==> src/rtl/prime_candidate_search.sv <==
// rtl/prime_candidate_search.sv - random odd candidate generator with small-prime sieve feeding a Miller-Rabin tester
module prime_candidate_search #(
  parameter int                    WORD_WIDTH   = 32,
  parameter logic [WORD_WIDTH-1:0] LFSR_TAPS    = 32'h8020_0003,
  parameter logic [WORD_WIDTH-1:0] LFSR_RESET   = {{(WORD_WIDTH-1){1'b0}}, 1'b1},
  parameter logic [15:0]           MAX_ATTEMPTS = 16'd1024
) (
  input  logic                  clk,
  input  logic                  rst,
  input  logic                  seed_load,
  input  logic [WORD_WIDTH-1:0] seed,
  input  logic                  start,
  input  logic [1:0]            security_parameter,
  output logic                  busy,
  output logic                  done,
  output logic                  found,
  output logic [WORD_WIDTH-1:0] prime,
  output logic [15:0]           attempts,
  output logic                  mr_enable,
  output logic [WORD_WIDTH-1:0] mr_n,
  output logic [1:0]            mr_security_parameter,
  input  logic                  mr_done,
  input  logic                  mr_is_prime
);

  typedef enum logic [2:0] {IDLE, DRAW, SIEVE, MR_START, MR_WAIT, REJECT, DONE} state_t;

  localparam int                    IDX_W      = $clog2(WORD_WIDTH);
  localparam logic [IDX_W-1:0]      BIT_LAST   = IDX_W'(WORD_WIDTH - 1);
  // Top two bits keep p*q at full length; bit 0 keeps the candidate odd.
  localparam logic [WORD_WIDTH-1:0] FORCE_MASK = {2'b11, {(WORD_WIDTH-3){1'b0}}, 1'b1};
  localparam logic [WORD_WIDTH-1:0] ONE        = {{(WORD_WIDTH-1){1'b0}}, 1'b1};
  localparam logic [WORD_WIDTH:0]   TWO        = {{(WORD_WIDTH-1){1'b0}}, 2'b10};
  localparam logic [5:0]            PRIMES [8] = '{6'd3, 6'd5, 6'd7, 6'd11, 6'd13, 6'd17, 6'd19, 6'd23};

  state_t                state;
  logic [WORD_WIDTH-1:0] lfsr;
  logic [WORD_WIDTH-1:0] cand;
  logic [IDX_W-1:0]      bit_idx;
  logic [4:0]            residue      [8];
  logic [4:0]            residue_next [8];
  logic                  any_zero;
  logic                  cur_bit;
  logic [WORD_WIDTH-1:0] lfsr_step;
  logic [WORD_WIDTH:0]   cand_sum;
  logic [15:0]           attempts_inc;

  assign mr_n         = cand;
  assign lfsr_step    = {1'b0, lfsr[WORD_WIDTH-1:1]} ^ (lfsr[0] ? LFSR_TAPS : '0);
  assign cand_sum     = {1'b0, cand} + TWO;
  assign attempts_inc = attempts + 16'd1;
  assign cur_bit      = cand[bit_idx];

  // One MSB-first step of every residue: r = 2r + bit, folded back below p with a single subtract.
  always_comb begin
    logic [5:0] shifted;
    any_zero     = 1'b0;
    residue_next = '{default: '0};
    shifted      = '0;
    for (int i = 0; i < 8; i++) begin
      shifted = {residue[i], cur_bit};
      if (shifted >= PRIMES[i]) residue_next[i] = 5'(shifted - PRIMES[i]);
      else                      residue_next[i] = shifted[4:0];
      if (residue_next[i] == 5'd0) any_zero = 1'b1;
    end
  end

  // Search sequencer: draw, sieve, hand off to Miller-Rabin, step on rejection.
  always_ff @(posedge clk or posedge rst) begin
    if (rst) begin
      state                 <= IDLE;
      lfsr                  <= LFSR_RESET;
      cand                  <= '0;
      bit_idx               <= '0;
      for (int i = 0; i < 8; i++) residue[i] <= '0;
      busy                  <= 1'b0;
      done                  <= 1'b0;
      found                 <= 1'b0;
      prime                 <= '0;
      attempts              <= '0;
      mr_enable             <= 1'b0;
      mr_security_parameter <= '0;
    end else begin
      mr_enable <= 1'b0;
      done      <= 1'b0;
      case (state)
        IDLE: begin
          if (seed_load) begin
            lfsr <= (seed == '0) ? ONE : seed;
          end else if (start) begin
            state                 <= DRAW;
            busy                  <= 1'b1;
            attempts              <= '0;
            found                 <= 1'b0;
            mr_security_parameter <= security_parameter;
          end
        end
        DRAW: begin
          cand    <= lfsr | FORCE_MASK;
          lfsr    <= lfsr_step;
          bit_idx <= BIT_LAST;
          for (int i = 0; i < 8; i++) residue[i] <= '0;
          state   <= SIEVE;
        end
        SIEVE: begin
          for (int i = 0; i < 8; i++) residue[i] <= residue_next[i];
          bit_idx <= bit_idx - 1'b1;
          if (bit_idx == '0) begin
            if (any_zero) begin
              state <= REJECT;
            end else begin
              state     <= MR_START;
              mr_enable <= 1'b1;
            end
          end
        end
        MR_START: state <= MR_WAIT;
        MR_WAIT: begin
          if (mr_done) begin
            if (mr_is_prime) begin
              attempts <= attempts_inc;
              found    <= 1'b1;
              prime    <= cand;
              done     <= 1'b1;
              state    <= DONE;
            end else begin
              state <= REJECT;
            end
          end
        end
        REJECT: begin
          attempts <= attempts_inc;
          if (attempts_inc == MAX_ATTEMPTS) begin
            found <= 1'b0;
            prime <= cand;
            done  <= 1'b1;
            state <= DONE;
          end else begin
            cand <= cand_sum[WORD_WIDTH-1:0];
            if (cand_sum[WORD_WIDTH]) begin
              state <= DRAW;
            end else begin
              bit_idx <= BIT_LAST;
              for (int i = 0; i < 8; i++) residue[i] <= '0;
              state   <= SIEVE;
            end
          end
        end
        DONE: begin
          busy  <= 1'b0;
          state <= IDLE;
        end
        default: state <= IDLE;
      endcase
    end
  end

endmodule

==> config.mk <==
export PLATFORM = sky130hd
export DESIGN_NAME = prime_candidate_search
export DESIGN_NICKNAME = d
export VERILOG_FILES = /design/src/rtl/prime_candidate_search.sv
export SDC_FILE = /design/constraint.sdc
export NUM_CORES = 1
export LEC_CHECK = 0
export ABC_AREA = 1
export BUFFER_PORTS_ARGS = -buffer_cell sky130_fd_sc_hd__buf_2
export CAP_MARGIN = 20
export CORE_MARGIN = 3
export CORE_UTILIZATION = 53
export DETAILED_ROUTE_END_ITERATION = 16
export HOLD_SLACK_MARGIN = 0.06
export PLACE_DENSITY_LB_ADDON = 0.05
export SLEW_MARGIN = 20
export SYNTH_ARGS = -nofsm -noshare
export SYNTH_HDL_FRONTEND = slang
export SYNTH_SLANG_ARGS = --single-unit
export TNS_END_PERCENT = 5
==> constraint.sdc <==
create_clock -name clk -period 5.1 [get_ports clk]
set_input_delay 1.02 -clock clk [delete_from_list [all_inputs] [get_ports clk]]
set_output_delay 1.02 -clock clk [all_outputs]
set_load 0.005 [all_outputs]
# Word-level counts from Yosys, hierarchy flattened
# Cells that the tools add are included.
[totals]
ff_bits = 166
output_inout_bits = 86
[classes]
muxes = 64
n_eq_ne = 16
n_reduce_logical = 26
add_sub_neg = 11
magnitude_cmp = 9
bitwise_logic = 2
[op_table]
columns = ["operator", "n"]
rows = [
  ["32-bit two-way mux", 7],
  ["32-bit case mux with 2 select lines", 3],
  ["40-bit case mux with 3 select lines", 1],
  ["40-bit two-way mux", 2],
  ["16-bit two-way mux", 4],
  ["5-bit two-way mux", 10],
  ["16-bit case mux with 3 select lines", 1],
  ["5-bit logical NOT", 9],
  ["32-bit by 2-bit adder with 33-bit output (second input constant)", 1],
  ["32-bit logical NOT", 1],
  ["31-bit by 32-bit bitwise XOR with 32-bit output", 1],
  ["1-bit two-way mux", 22],
  ["6-bit by 5-bit greater-or-equal comparator with 1-bit output (second input constant)", 3],
  ["3-bit two-way mux", 6],
  ["2-bit inequality test (second input constant)", 9],
  ["3-bit case mux with 6 select lines", 1],
  ["16-bit by 1-bit adder with 16-bit output (second input constant)", 1],
  ["16-bit by 11-bit equality test with 1-bit output (second input constant)", 1],
  ["5-bit case mux with 3 select lines", 1],
  ["5-bit subtractor (second input constant)", 3],
  ["6-bit by 3-bit greater-or-equal comparator with 1-bit output (second input constant)", 2],
  ["6-bit by 4-bit greater-or-equal comparator with 1-bit output (second input constant)", 2],
  ["5-bit by 3-bit subtractor with 5-bit output (second input constant)", 2],
  ["5-bit by 4-bit subtractor with 5-bit output (second input constant)", 2],
  ["other kinds (20)", 33],
]

# Logic depth before layout (Yosys ltp)
[depth]
depth_word = 16
depth_mapped = 29

# Least setup slack after synthesis
# OpenSTA, ideal clock, no wires.
[synth_path]
kind = "flip-flop to flip-flop"
from = "register bit_idx[1]"
to = "register state[1]"
arrival_time_ns = 2.893
path_stages_with_launch = 29
setup_slack_ns = 2.090
path_cell_list = "dfrtp_1 > buf_2 > inv_1 > buf_4 > nand3_1 > nand3_1 > nand2_1 > nor2_1 > nand2_1 > nand2_1 > inv_1 > ha_1 > nand2_1 > nand2_1 > nand2_1 > inv_1 > or2_2 > clkbuf_1 > nand2_1 > xor2_1 > nand3_1 > nor2_1 > nand3_1 > nand2_1 > nor2_1 > nand4_1 > nand2_1 > nand2_1 > nand2_1"
[synth_via]
elab_chain_cells = 16
elab_cells_between_ends = 48
cone_classes = "8 x add/sub; 8 x order compare; 1 x eq/ne; 21 x mux; 10 x reduce/logical"
[synth_rtl]
columns = ["item", "line_no", "rtl"]
rows = [
  ["start, declared", "39", "logic [IDX_W-1:0] bit_idx;"],
  ["start signal, assigned", "107", "bit_idx <= bit_idx - 1'b1;"],
  ["1-bit binary-select mux with 5-bit select", "52", "assign cur_bit = cand[bit_idx];"],
  ["1-bit two-way mux (not written as such)", "52", ""],
  ["5-bit by 2-bit subtractor with 5-bit output / 6-bit by 2-bit greater-or-equal comparator with 1-bit output (equally long branches)", "62", "if (shifted >= PRIMES[i]) residue_next[i] = 5'(shifted - PRIMES[i]);"],
  ["5-bit two-way mux", "62", ""],
  ["5-bit logical NOT", "64", "if (residue_next[i] == 5'd0) any_zero = 1'b1;"],
  ["1-bit two-way mux (8 in a row)", "64", ""],
  ["3-bit two-way mux", "109", "if (any_zero) begin"],
  ["3-bit two-way mux", "108", "if (bit_idx == '0) begin"],
  ["3-bit case mux with 6 select lines", "86", "case (state)"],
  ["end signal, assigned", "91", "state <= DRAW;"],
  ["end signal, assigned", "110", "state <= REJECT;"],
  ["end signal, assigned", "112", "state <= MR_START;"],
  ["end, declared", "36", "state_t state;"],
]
# Parallel ways exist; a longest one is shown, timed or not. The select of a mux whose other input is x is not followed.
# A chain may end at the register's enable or synchronous reset.

# Worst setup path in the final report
[layout_path]
from = "register bit_idx[0]"
to = "register state[1]"
# The elaborated chain is that of the path after synthesis.

==> metrics <==
Die Width=about 140 um; gpl congestion=~0.9; MaxCap Viol Count=0; count of cells resized by post-cts repair=0; RSZ-0062 raised after global routing=false; synthesized flop and latch total=between 150 and 200; most numerous cell on the critical path=sky130_fd_sc_hd__nand2_1; type of destination of the critical path=flip-flop; Final Skew=0.01125 ns; leading area contributor after synthesis=sky130_fd_sc_hd__dfrtp_1; layout overhead on the synthesized area=14.05%; kind of start point of the critical path=flip-flop; Post-CTS Setup Repair Bufs=0; Final WS setup=about 1.1 ns; category of the most critical setup path=reg2reg; number of pins with negative max-slew slack in the final report=0; # diodes=0; CP Launch Point=bit_idx[0]; largest net degree at the start of global routing=93; Relative slew margins=around 33%; Sequential cell area=between 0.004 and 0.005 mm^2; CTS root buffer=sky130_fd_sc_hd__clkbuf_16; Seq/Total Area, Yosys=43.81%; simple-gate portion of the synthesized area=~25%; share of synthesized registers carrying an async set or reset=100.0%; top achievable clock speed=249.1 MHz; maximum buffer depth of the clock tree=2; GRT Total Usage=25.53%; fill cell instance count of the final layout=between 1500 and 2000; summed negative setup slack over all endpoints=0 ns; multi-input combinational cell area=between 0.004 and 0.005 mm^2; period utilisation layout=between 70% and 80%; pin slew with the least headroom to its limit=1.000 ns; PD cells=between 600 and 700 mW/mm^2; # nets final=~1400; total buffers and inverters traversed by the critical path=4; data arrival time of the critical path=4.34 ns; Post-Synth XOR/XNOR Area=4.155%; hold-fix buffers at CTS=0; Hold WC Path Type=reg2reg; number of clock buffers inserted by TritonCTS=17; number of vias per cell after detailed routing=about 5.5; total global routing overflow=0; CTS tree=built; multiplexer area fraction after synthesis=less than 1%; fin area=roughly 0.011 mm^2; number of global-route vias before repair=approximately 7900; synth top area cells=sky130_fd_sc_hd__dfrtp_1 (44%), sky130_fd_sc_hd__nand2_1 (11%), sky130_fd_sc_hd__inv_1 (5.9%); number of core rows=48; worst slack after detailed placement=around 1.1 ns; Vert. Die Dim=around 140 um; number of buffer cells added on primary ports=125; Distinct cells, synth=between 40 and 50; Core Box Area=about 0.017 mm^2; Netlist Area Pre-Place=roughly 0.0095 mm^2; DIE AREA=between 0.015 and 0.02 mm^2; Setup violations, final=0; biggest fanout along the worst timing path=20; worst min-delay path startpoint=lfsr[26]; starting utilization of the core area=between 50% and 60%; Syn Area/Cell=a little under 8 um^2; count of antenna-violating nets left after detailed routing=0; CP max stage delay=just over 0.7 ns; top_reg_cell synth=sky130_fd_sc_hd__dfrtp_1; Design Power=a little over 7 mW; top-level port count=around 130; data required time of the critical path=about 5.4 ns; Wirelength per Cell=about 16 um; Worst path top cell family by delay=simple AND/OR/NAND/NOR gates; DR pass1 iterations=5; dominant cell by count in the synthesized netlist=sky130_fd_sc_hd__nand2_1; number of antenna violations at the first check in global routing=0; combinational family with the most area after synthesis=simple AND/OR/NAND/NOR gates; cell type of the slowest stage on the worst timing path=sky130_fd_sc_hd__dfrtp_1; DR DRC count=0; Hold Slack=0.4899 ns; Post-synth top cells=sky130_fd_sc_hd__nand2_1 (280), sky130_fd_sc_hd__dfrtp_1 (165), sky130_fd_sc_hd__inv_1 (148); EDFF count, synth=0; Final Hold Viols=0; vias post-DR=roughly 8600; clock tree sinks=around 170; instance area after placement=~0.010 mm^2; Clk Latency, worst-skew pair=around 0.44 ns; Yosys Warn Count=0; CTS clock-pin slew for the worst setup and hold paths=approximately 0.070 ns; share of the synthesized area in the top cell type=between 40% and 50%; final critical path time including I/O delays and setup=between 4 and 5 ns; number of instances in the synthesized netlist=around 1200; DRC marker count from the first detailed-route iteration=745; HPWL Detailed=around 18000 um; H-tree depth=4; startpoint of the worst-slack reg-to-reg timing path=bit_idx[0]; ratio of cells with drive above 1 in the final layout=about 16%; nets in the synthesized netlist=approximately 1300; wirelength, routed=approximately 25000 um; compound-gate portion of the synthesized area=roughly 15%; leakage power=approximately 5.2 nW; worst ir drop on vdd=0.0003310 V; synthesized-area fraction occupied by adder cells=about 2.1%; wire length of the first global-routing pass=around 41000 um; run status=finished clean
==> state kept, by name, summed over array words and instances, names as in the netlist <==
signal / count
residue: 40
mr_n: 32
attempts: 16
mr_security_parameter: 2
prime: 32
found: 1
busy: 1
done: 1
lfsr: 32
mr_enable: 1
state: 3
bit_idx: 5
==> stage by stage <==
stage,std cells,util [%]
after floorplan,1204,-
after global placement,1517,58.67
after detailed placement,1517,58.67
after CTS,1549,62.11
after global routing,1549,62.11
final,1549,62.11
==> tightest hold or removal path: stages (launching register included) <==
cell,delay (ns)
sky130_fd_sc_hd__dfrtp_1,0.34
sky130_fd_sc_hd__nand2_1,0.05
sky130_fd_sc_hd__o221ai_1,0.06
==> placed cells by master (no fill, tap or decap), types with 20 or more instances in the layout <==
cell type                  instances
sky130_fd_sc_hd__a21oi_1          40
sky130_fd_sc_hd__buf_2           125
sky130_fd_sc_hd__dfrtp_1         165
sky130_fd_sc_hd__inv_1           147
sky130_fd_sc_hd__nand2_1         280
sky130_fd_sc_hd__nand3_1          70
sky130_fd_sc_hd__nand4_1          20
sky130_fd_sc_hd__nor2_1          102
sky130_fd_sc_hd__nor3_1           22
sky130_fd_sc_hd__o211ai_1         25
sky130_fd_sc_hd__o21ai_0          83
sky130_fd_sc_hd__xor2_1           43
==> per-layer routing <==
layer  GRT usage (%)  vias up  wire length [um]
met5               0        -                 0
met4           5.150        0               226
met3           5.430       26              1691
met2           37.10      293             10560
met1           39.59     4035             12320
li1                -     4215                 -
==> logic make-up after synthesis <==
kind of cell	Yosys count
AND/OR/NAND/NOR	543
flip-flops	166
AO/OA/AOI/OAI	229
XOR/XNOR	45
adder cells (fa/ha/maj)	16
buffers and inverters	200
multiplexers	5
==> layout make-up <==
type | instances | area share [%]
clock inverter | 13 | 1.353
inverter | 151 | 5.274
multi-input combinational | 838 | 41.44
sequential | 166 | 38.41
tap | 225 | 2.602
timing repair buffer | 137 | 6.731
clock buffer | 19 | 4.187
==> power by group <==
group          switching (mW)  internal, mW
Clock                   0.567         0.751
Sequential              0.509          1.85
Combinational            2.18          1.23
Total                    3.25          3.83
==> final timing paths <==
check	to	slack (ns)	depth (start not counted)
setup / recovery	state[1]	1.09	26
hold / removal	lfsr[26]	0.49	2
setup reg to reg	state[1]	1.09	26
hold reg to reg	lfsr[26]	0.49	2
max in group asynchronous	mr_n[12]	3.43	3
min in group asynchronous	residue[8]	0.69	2
Power figures use the tool's default switching activity.
